### config.mk
export PLATFORM = sky130hd
export DESIGN_NAME = pll_reset_sequencer
export DESIGN_NICKNAME = d
export VERILOG_FILES = /design/src/rtl/pll_reset_sequencer_pkg.sv /design/src/rtl/pll_reset_sequencer_sync.sv /design/src/rtl/pll_reset_sequencer.sv
export SDC_FILE = /design/constraint.sdc
export NUM_CORES = 1
export LEC_CHECK = 0
export BUFFER_PORTS_ARGS = -buffer_cell sky130_fd_sc_hd__buf_2
export CAP_MARGIN = 0
export CORE_UTILIZATION = 33
export DETAILED_ROUTE_END_ITERATION = 6
export SKIP_CTS_REPAIR_TIMING = 1
export SYNTH_ARGS = -nofsm -noshare
export SYNTH_HDL_FRONTEND = slang
export SYNTH_SLANG_ARGS = --single-unit
### constraint.sdc
create_clock -name clk -period 2.1 [get_ports clk]
set_input_delay 0.105 -clock clk [delete_from_list [all_inputs] [get_ports clk]]
set_output_delay 0.105 -clock clk [all_outputs]
set_load 0.005 [all_outputs]
### src/rtl/pll_reset_sequencer_pkg.sv
// ----------------------------------------------------------------------------
// pll_reset_sequencer_pkg
//   Shared definitions for the PLL reset sequencer: sequencer state encoding,
//   relock counter width and a counter-width helper.
// ----------------------------------------------------------------------------
package pll_reset_sequencer_pkg;

   typedef enum logic [1:0] {
      S_RESET = 2'd0,
      S_WAIT  = 2'd1,
      S_RUN   = 2'd2
   } seq_state_t;

   localparam int unsigned RELOCK_W = 8;

   // Bits needed to hold 0..max_count-1; never narrower than one bit.
   function automatic int unsigned cnt_width(input int unsigned max_count);
      return (max_count > 1) ? $clog2(max_count) : 1;
   endfunction

endpackage

### src/rtl/pll_reset_sequencer_sync.sv
// ----------------------------------------------------------------------------
// sync_bit_2ff
//   Two-flop synchronizer for a single asynchronous level, with synchronous
//   active-high reset clearing both stages.
// Ports:
//   clk      destination clock
//   reset_p  synchronous active-high reset
//   d        asynchronous input
//   q        synchronized output (2 cycles latency)
// ----------------------------------------------------------------------------
module sync_bit_2ff (
   input  logic clk,
   input  logic reset_p,
   input  logic d,
   output logic q
);

   logic meta;

   always_ff @(posedge clk) begin
      if (reset_p) begin
         meta <= 1'b0;
         q    <= 1'b0;
      end else begin
         meta <= d;
         q    <= meta;
      end
   end

endmodule

### src/rtl/pll_reset_sequencer.sv
// ----------------------------------------------------------------------------
// pll_reset_sequencer
//   Holds the iCE40 PLL in reset, waits for a stable LOCK, then releases a
//   synchronous reset to downstream logic. On lock loss the PLL is reset and
//   locking is retried; a lock that never arrives times out and retries.
//   Runs on the reference oscillator clock.
// Ports:
//   clk            reference oscillator clock
//   reset_p        synchronous active-high reset
//   pll_lock       PLL LOCK output (asynchronous)
//   pll_resetb     PLL RESET, active low
//   out_reset_p    downstream reset, active high
//   status_locked  high while running
//   relock_count   lock losses seen while running, saturating
//   fault_strobe   one-cycle pulse on each lock-wait timeout
// Build option:
//   PLL_SEQ_DROP_FILTER_EN  require DROP_CYCLES consecutive low lock samples
//                           before a running sequencer treats lock as lost
// ----------------------------------------------------------------------------
module pll_reset_sequencer
   import pll_reset_sequencer_pkg::*;
#(
   parameter int unsigned RESET_CYCLES = 12,
   parameter int unsigned LOCK_FILTER  = 1200,
   parameter int unsigned LOCK_TIMEOUT = 120000,
   parameter int unsigned DROP_CYCLES  = 4
) (
   input  logic                clk,
   input  logic                reset_p,
   input  logic                pll_lock,
   output logic                pll_resetb,
   output logic                out_reset_p,
   output logic                status_locked,
   output logic [RELOCK_W-1:0] relock_count,
   output logic                fault_strobe
);

   localparam int unsigned RST_W  = cnt_width(RESET_CYCLES);
   localparam int unsigned FILT_W = cnt_width(LOCK_FILTER);
   localparam int unsigned TMO_W  = cnt_width(LOCK_TIMEOUT);

   localparam logic [RST_W-1:0]  RST_LAST  = RST_W'(RESET_CYCLES - 1);
   localparam logic [FILT_W-1:0] FILT_LAST = FILT_W'(LOCK_FILTER - 1);
   localparam logic [TMO_W-1:0]  TMO_LAST  = TMO_W'(LOCK_TIMEOUT - 1);

   if (RESET_CYCLES == 0 || LOCK_FILTER == 0 || DROP_CYCLES == 0 ||
       LOCK_TIMEOUT <= LOCK_FILTER) begin : g_param_check
      $error("pll_reset_sequencer: invalid parameter set");
   end

   seq_state_t          state_q, state_d;
   logic [RST_W-1:0]    rst_cnt_q, rst_cnt_d;
   logic [FILT_W-1:0]   filt_q, filt_d;
   logic [TMO_W-1:0]    tmo_q, tmo_d;
   logic [RELOCK_W-1:0] relock_d;
   logic                fault_d;
   logic                lost;
   logic                lock_s;

`ifdef PLL_SEQ_DROP_FILTER_EN
   localparam int unsigned        DROP_W    = cnt_width(DROP_CYCLES);
   localparam logic [DROP_W-1:0]  DROP_LAST = DROP_W'(DROP_CYCLES - 1);
   logic [DROP_W-1:0]             drop_q, drop_d;
`endif

   sync_bit_2ff u_lock_sync (
      .clk     (clk),
      .reset_p (reset_p),
      .d       (pll_lock),
      .q       (lock_s)
   );

   // Counters default to zero so each one starts cleared on state entry.
   always_comb begin
      state_d   = state_q;
      rst_cnt_d = '0;
      filt_d    = '0;
      tmo_d     = '0;
`ifdef PLL_SEQ_DROP_FILTER_EN
      drop_d    = '0;
`endif
      fault_d   = 1'b0;
      relock_d  = relock_count;
      lost      = 1'b0;

      case (state_q)
         S_RESET: begin
            if (rst_cnt_q == RST_LAST) begin
               state_d = S_WAIT;
            end else begin
               rst_cnt_d = rst_cnt_q + RST_W'(1);
            end
         end

         S_WAIT: begin
            // A lock qualifying on the timeout cycle takes priority.
            if (lock_s && (filt_q == FILT_LAST)) begin
               state_d = S_RUN;
            end else if (tmo_q == TMO_LAST) begin
               state_d = S_RESET;
               fault_d = 1'b1;
            end else begin
               tmo_d  = tmo_q + TMO_W'(1);
               filt_d = lock_s ? filt_q + FILT_W'(1) : '0;
            end
         end

         S_RUN: begin
`ifdef PLL_SEQ_DROP_FILTER_EN
            if (!lock_s) begin
               if (drop_q == DROP_LAST) begin
                  lost = 1'b1;
               end else begin
                  drop_d = drop_q + DROP_W'(1);
               end
            end
`else
            lost = !lock_s;
`endif
            if (lost) begin
               state_d = S_RESET;
               if (relock_count != '1) begin
                  relock_d = relock_count + RELOCK_W'(1);
               end
            end
         end

         default: state_d = S_RESET;
      endcase
   end

   // Outputs are registered from the next state so they change on the same
   // edge as the state they describe.
   always_ff @(posedge clk) begin
      if (reset_p) begin
         state_q       <= S_RESET;
         rst_cnt_q     <= '0;
         filt_q        <= '0;
         tmo_q         <= '0;
`ifdef PLL_SEQ_DROP_FILTER_EN
         drop_q        <= '0;
`endif
         pll_resetb    <= 1'b0;
         out_reset_p   <= 1'b1;
         status_locked <= 1'b0;
         relock_count  <= '0;
         fault_strobe  <= 1'b0;
      end else begin
         state_q       <= state_d;
         rst_cnt_q     <= rst_cnt_d;
         filt_q        <= filt_d;
         tmo_q         <= tmo_d;
`ifdef PLL_SEQ_DROP_FILTER_EN
         drop_q        <= drop_d;
`endif
         pll_resetb    <= (state_d != S_RESET);
         out_reset_p   <= (state_d != S_RUN);
         status_locked <= (state_d == S_RUN);
         relock_count  <= relock_d;
         fault_strobe  <= fault_d;
      end
   end

endmodule

**After elaboration in Yosys (flattened, before gate mapping)**

Cells that the tools add are included.

- Output and inout port bits: 12
- Input bits: 3
- Flip-flop bits (word level): 48
- Word-level logic and storage cells: 40

- Multiplexer cells: 6
- Add/sub/neg operators: 4
- Bitwise gates (word level): 3
- Reduce and logical (&&, ||, !) cells: 8
- Equal/unequal tests: 8

Operator list:

| operator | number |
|---|---|
| 17-bit by 1-bit adder with 17-bit output (second input constant) | 1 |
| 17-bit == test (second input constant) | 1 |
| 11-bit by 1-bit adder with 11-bit output (second input constant) | 1 |
| 11-bit == test (second input constant) | 1 |
| 8-bit by 1-bit adder with 8-bit output (second input constant) | 1 |
| 2-bit two-way mux | 4 |
| 8-bit != test (second input constant) | 1 |
| 2-bit one-hot mux with 3 select lines | 1 |
| 3-bit OR reduction | 2 |
| 5-bit OR reduction | 1 |
| 4-bit by 1-bit adder with 4-bit output (second input constant) | 1 |
| 2-bit == test (second input constant) | 2 |
| 4-bit == test (second input constant) | 1 |
| 4-bit OR reduction | 1 |
| 1-bit inverter | 3 |
| 3-bit AND reduction | 1 |
| 2-bit by 1-bit == test with 1-bit output (second input constant) | 1 |
| 2-bit logical NOT | 1 |
| 2-bit != test (second input constant) | 1 |
| 2-bit nonzero test | 1 |
| 1-bit logical AND | 1 |
| 1-bit two-way mux | 1 |

**Longest topological paths before layout**

Gate-level depths: netlist of run 1.

- Word-level depth: 5
- Mapped depth: 7

**By module**

Synthesis of run 1 repeated with hierarchy kept, for this count alone.

- Cell total of the unflattened synthesis: 218
- Area, all modules: 2,062.0 um2

By module, submodules not included:

| module | times used | cells an instance | sequential area each (um2) | area each (um2) |
|---|---|---|---|---|
| pll_reset_sequencer | 1 | 214 | 920.9 | 2,009.4 |
| sync_bit_2ff | 1 | 4 | 40.0 | 52.6 |

**Least setup slack after synthesis of run 1**

No wires, ideal clock.

- Path type: flip-flop to flip-flop
- From: register tmo_q[0]
- To: register pll_resetb
- Slack: 394 ps
- Cell stages (with the launch flop): 8
- Period minus slack after synthesis: 1,706 ps
- Path buffers: 2
- Library setup time: 117 ps
- Arrival time: 1,588 ps
- Path through: dfxtp_1 -> ha_1 -> nand4b_1 -> or4_4 -> nand2b_1 -> buf_4 -> buf_6 -> nand3_2

- Word-level cells in the longest chain between the ends: 5

RTL lines:

| item | line | source |
|---|---|---|
| from (decl) | pll_reset_sequencer.sv:54 | `logic [TMO_W-1:0] tmo_q, tmo_d;` |
| from (signal assigned) | pll_reset_sequencer.sv:152 | `tmo_q <= tmo_d;` |
| 17-bit == test | pll_reset_sequencer.sv:99 | `end else if (tmo_q == TMO_LAST) begin` |
| 2-bit two-way mux | pll_reset_sequencer.sv:99 |  |
| 2-bit two-way mux | pll_reset_sequencer.sv:97 | `if (lock_s && (filt_q == FILT_LAST)) begin` |
| 2-bit one-hot mux with 3 select lines | pll_reset_sequencer.sv:86 | `case (state_q)` |
| 2-bit nonzero test | pll_reset_sequencer.sv:156 | `pll_resetb <= (state_d != S_RESET);` |
| to (signal assigned) | pll_reset_sequencer.sv:156 |  |
| to (decl) | pll_reset_sequencer.sv:31 | `output logic pll_resetb,` |

Every way passes these cells.
A chain may end at the register's enable or synchronous reset.

**Final worst setup path of run 1**

- From: register tmo_q[0]
- To: register filt_q[4]

- Word-level cells in the longest chain between the ends: 2

RTL lines:

| item | line | source |
|---|---|---|
| 17-bit == test | pll_reset_sequencer.sv:99 |  |
| 5-bit OR reduction (no line) | - |  |
| to (signal assigned) | pll_reset_sequencer.sv:151 | `filt_q <= filt_d;` |
| to (decl) | pll_reset_sequencer.sv:53 | `logic [FILT_W-1:0] filt_q, filt_d;` |

Every way passes these cells.

==> flow_summary.ini, run 1 <==
[floorplanning]
core_sq_mm = 0.00596
initial_core_util_pct = 34.5
row_count = 28
dieArea_sq_mm = 0.00654
die_h_um = 80.9
ios = 15
dieWidth_um = 80.9

[global_route]
grt_start_max_net_pins = 20
grt_usage_pct = 12.7
grt_pass1_vias = 1447
globalRouteOverflowTotal = 0
grt_pass1_wl_mm = 6.35
antenna_found_initial = 0

[sta]
fin_crit_sh_pct = 89.8
max_freq_ghz = 0.530
postLayoutSetupSlackWorst_ns = 0.213
finalCriticalPeriod_ns = 1.89
setup_tns_ns = 0
whs_ns = 0.0168
maxSlewViolCount = 0
relSlewSlack_pct = 68.5
hold_viol_final = 0
tightest_slew_ns = 0.470
finalSetupViolCount = 0
rsz0062_at_grt = no
finClkSkew_ns = 0.00839

[synthesis]
syn_area_sq_mm = 0.00205
syn_avg_cell_area_sq_um = 9.20
ys_seq_elements = 48
async_flop_share_pct = 0
synth-edff-count = 0
yosys.area.top_type = dfxtp_1
netlist.area_leader.share_pct = 46.8
yosys_warnings = 0
syn-num-nets = 230
ys_seq_area_share_pct = 46.8
synth.area.top_cells = dfxtp_1, nor2_1, xnor2_1
syn_inst = 223
ys.flop_type = dfxtp_1
synthTopCellsByCount = dfxtp_1, nor2_1, xnor2_1, nand2_1
yosysUniqueCellTypes = 37
synth_most_common_cell = dfxtp_1

[setup_path]
critical-path-slowest-cell = or4_4
path_buf_inv = 0
crit_chain = ha_1 > nand4b_1 > or4_4 > nand4b_1 > nor2_1
critPathCaptureType = register
crit_type = register to register
cp.required_ns = 2.28
cp_max_fo = 11
slowest_delay_ns = 0.51
crit_top_cell = nand4b_1
arrival_ns = 2.07
start_kind = register
crit_family = simple AND/OR/NAND/NOR gates

[final_layout]
multi_input_area_sq_mm = 0.00103
ff_latch_area_sq_um = 961
fin_nets = 248
fill_cells = 627
diodes = 0
area_growth_pct = 11.6
final_area_sq_mm = 0.00229
layout-drive-gt1-share_pct = 11.6

[cts]
cts_max_path_buffers = 2
h-tree-depth = 2
clock_sinks = 48
root_buffer = clkbuf_8
cts_tree = yes
cts-buffers-inserted = 5
clk_pin_slew_ns = 0.09
clk_latency_ns = 0.30

[power_and_ir_drop]
power_density_mw_per_mm2 = 654
vdd_drop_max_uv = 326
power.total_uw = 1500
cellLeakagePower_uw = 0.000756

[outcome]
outcome = finished clean

[routing]
drt_iter0_drc = 70
firstDrtPassIters = 4
antenna_left = 0
vias_per_cell = 4.85
drt-wirelength-per-cell_um = 11.1
wl_mm = 3.51
vias = 1538
remaining_drc_errors = 0

[worst_hold_path]
hold_path_class = primary input to register

[placement]
io_buffers = 14
dp_hpwl_mm = 2.48
pre_cts_slack_ns = 0.206
dpl_cell_area_sq_mm = 0.00220
place.gp.congestion = 0.745

[run]
cap_viol_max_count = 0
-- layout by cell type (no fill, tap or decap), drive strengths merged --
cell / netlist / final
nor4: 3 / 3
a32o: 2 / 2
or3: 2 / 2
and3: 2 / 2
and4: 4 / 4
clkinv: 0 / 2
nand4bb: 3 / 3
nor2: 41 / 41
nor3b: 2 / 2
clkbuf: 1 / 6
nor3: 7 / 7
or4: 3 / 3
or3b: 2 / 2
a211oi: 2 / 2
xor2: 12 / 12
dfxtp: 48 / 48
xnor2: 16 / 16
nand4b: 4 / 4
nand4: 7 / 7
a21oi: 6 / 6
mux2i: 1 / 1
inv: 8 / 8
buf: 4 / 16
nand2: 13 / 13
o41ai: 2 / 2
o21ai: 2 / 2
nand3: 14 / 14
nand2b: 2 / 2
o31ai: 3 / 3
o211ai: 1 / 1
nor2b: 2 / 2
ha: 4 / 4
-- where the power goes --
part           leakage [uW]  switching, uW  internal [uW]
Clock             0.0000510            297            263
Sequential         0.000388           4.71            916
Combinational      0.000318           9.49           7.37
Total              0.000756            311           1190
-- flip-flops by register name (all words and copies together) (netlist names) --
register          flops
status_locked         1
out_reset_p           1
rst_cnt_q             4
state_q               2
u_lock_sync.meta      1
relock_count          8
tmo_q                17
filt_q               11
u_lock_sync.q         1
fault_strobe          1
pll_resetb            1
-- metal layers --
metal,GRT usage (%),routed length (um),part of all wire [%],up-vias
li1,-,-,-,816
met1,16.5,1790,51,704
met2,19.3,1570,45,13
met3,4.16,99,2.8,5
met4,4.82,46,1.3,0
met5,0,0,0,-
-- logic make-up (layout without fill, tap and decap cells) --
logic type / after synthesis / count (layout) / share of synthesized area [%]
adder cells (fa/ha/maj): 4 / 4 / 2.44
flip-flops: 48 / 48 / 46.8
XOR/XNOR: 28 / 28 / 12.0
multiplexers: 1 / 1 / 0.488
buffers and inverters: 13 / 32 / 3.05
AO/OA/AOI/OAI: 18 / 18 / 5.98
AND/OR/NAND/NOR: 111 / 111 / 29.3
-- metrics by stage --
stage	instances	utilization [%]
detailed placement	309	36.9
floorplan	223	-
finish	317	38.5
global route	317	38.5
CTS	317	38.5
global placement	309	36.9
-- final timing paths --
check / start / endpoint / slack, ns / depth (start not counted)
min reg2reg: u_lock_sync.meta / u_lock_sync.q / 0.44 / 1
max: tmo_q[0] / filt_q[4] / 0.21 / 5
min: pll_lock / u_lock_sync.meta / 0.02 / 2
max reg2reg: tmo_q[0] / filt_q[4] / 0.21 / 5
-- layout make-up --
type / count / share of cell area, %
clock buffer: 6 / 3.60
clock inverter: 2 / 0.437
inverter: 8 / 1.31
multi-input combinational: 162 / 44.9
sequential: 48 / 41.9
tap: 75 / 4.10
timing repair buffer: 16 / 3.71
No activity file was read; power rests on OpenSTA's default activity.
==> run 2, diff against run 1 <==
--- a/config.mk
+++ b/config.mk
@@ -7,6 +7,7 @@
 export LEC_CHECK = 0
 export BUFFER_PORTS_ARGS = -buffer_cell sky130_fd_sc_hd__buf_2
 export CAP_MARGIN = 0
+export CORE_ASPECT_RATIO = 0.7
 export CORE_UTILIZATION = 33
 export DETAILED_ROUTE_END_ITERATION = 6
 export SKIP_CTS_REPAIR_TIMING = 1
==> run 2 against run 1 <==
  * Final cell count up 0.32%
  * Critical path type unchanged
  * Non-clock buffer count up 1
  * Core utilization up 1.0 points
  * Register-to-register slack worse by 0.02 ns
  * Highest routed layer unchanged
  * Critical path depth unchanged
==> flow_summary.ini, run 2 (synthesis results as in run 1) <==
[outcome]
outcome = finished clean

[floorplanning]
ios = 15
dieArea_sq_mm = 0.00654
initial_core_util_pct = 35.0
core_sq_mm = 0.00587
row_count = 23
dieWidth_um = 96.3
die_h_um = 68.0

[setup_path]
crit_chain = ha_1 > nand4b_1 > or4_4 > nand4b_1 > nor2_1
crit_family = simple AND/OR/NAND/NOR gates
arrival_ns = 2.08
cp.required_ns = 2.27
path_buf_inv = 0
cp_max_fo = 11
crit_type = register to register
crit_top_cell = nand4b_1
start_kind = register
critPathCaptureType = register
critical-path-slowest-cell = or4_4
slowest_delay_ns = 0.50

[run]
cap_viol_max_count = 0

[routing]
remaining_drc_errors = 0
firstDrtPassIters = 4
vias_per_cell = 4.78
wl_mm = 3.57
vias = 1521
drt_iter0_drc = 121
antenna_left = 0
drt-wirelength-per-cell_um = 11.2

[final_layout]
layout-drive-gt1-share_pct = 11.9
area_growth_pct = 12.9
final_common_cell = dfxtp_1
reg_top3 = tmo_q x17, filt_q x11, relock_count x8
ff_latch_area_sq_um = 961
largest_register = tmo_q
multi_input_area_sq_mm = 0.00103
diodes = 0
fin_nets = 249
fill_cells = 609
largest_reg_flops = 17
final_cell_mix = dfxtp_1, nor2_1, xnor2_1, buf_2, nand2_1

[global_route]
grt_start_max_net_pins = 20
grt_pass1_vias = 1275
globalRouteOverflowTotal = 0
antenna_found_initial = 0
grt_usage_pct = 12.2
grt_pass1_wl_mm = 6.06

[sta]
fin_crit_sh_pct = 91.0
finalSetupViolCount = 0
maxSlewViolCount = 0
setup_tns_ns = 0
finClkSkew_ns = 0.00383
max_freq_ghz = 0.523
tightest_slew_ns = 0.487
hold_viol_final = 0
finalCriticalPeriod_ns = 1.91
relSlewSlack_pct = 67.4
rsz0062_at_grt = no

[cts]
clk_pin_slew_ns = 0.09
cts_tree = yes
clock_sinks = 48
cts_max_path_buffers = 2
cts-buffers-inserted = 5
clk_latency_ns = 0.29
h-tree-depth = 2
root_buffer = clkbuf_8

[worst_hold_path]
hold_path_class = primary input to register

[power_and_ir_drop]
power.total_uw = 1590
vdd_drop_max_uv = 333
power_density_mw_per_mm2 = 686
cellLeakagePower_uw = 0.000765

[placement]
place.gp.congestion = 0.750
io_buffers = 14
dp_hpwl_mm = 2.56
[run 2: layout make-up]
type	count	share of cell area, %
inverter	8	1.30
multi-input combinational	162	44.4
clock inverter	3	1.84
sequential	48	41.5
clock buffer	5	2.97
tap	75	4.05
timing repair buffer	17	4.00
[run 2: per-layer routing]
metal  wire length [um]  global-route usage, %  vias to the layer above
met2               1320                   15.4                       26
li1                   -                      -                      809
met5                  0                      0                        -
met4                 21                   2.80                        0
met3                142                   4.33                        2
met1               2080                   19.0                      684
[run 2: final timing paths]
check	from	depth (start not counted)	slack [ns]	to
hold / removal	pll_lock	2	0.01	u_lock_sync.meta
hold reg to reg	u_lock_sync.meta	1	0.44	u_lock_sync.q
setup reg to reg	tmo_q[0]	5	0.19	filt_q[7]
setup / recovery	tmo_q[0]	5	0.19	filt_q[7]
[run 2: worst reg2reg max path, cell delays in order, from the launching register on]
cell	delay [ns]
dfxtp_1	0.39
ha_1	0.29
nand4b_1	0.12
or4_4	0.50
nand4b_1	0.38
nor2_1	0.10
[run 2: stage by stage]
stage	hold slack (ns)	instances	cell area, sq um	worst slack (ns)	util (%)
floorplan	0.233	223	2050	0.394	-
global placement	0.312	310	2210	0.267	37.6
detailed placement	0.317	310	2210	0.219	37.6
CTS	0.00676	318	2320	0.206	39.5
global route	0.0447	318	2320	0.0493	39.5
finish	0.0127	318	2320	0.189	39.5
[run 2: power by group]
part           switching, uW  leakage [uW]  internal, uW
combinational           9.86      0.000323          7.46
sequential              4.73      0.000388           916
clock                    299     0.0000541           352
total                    314      0.000765          1280
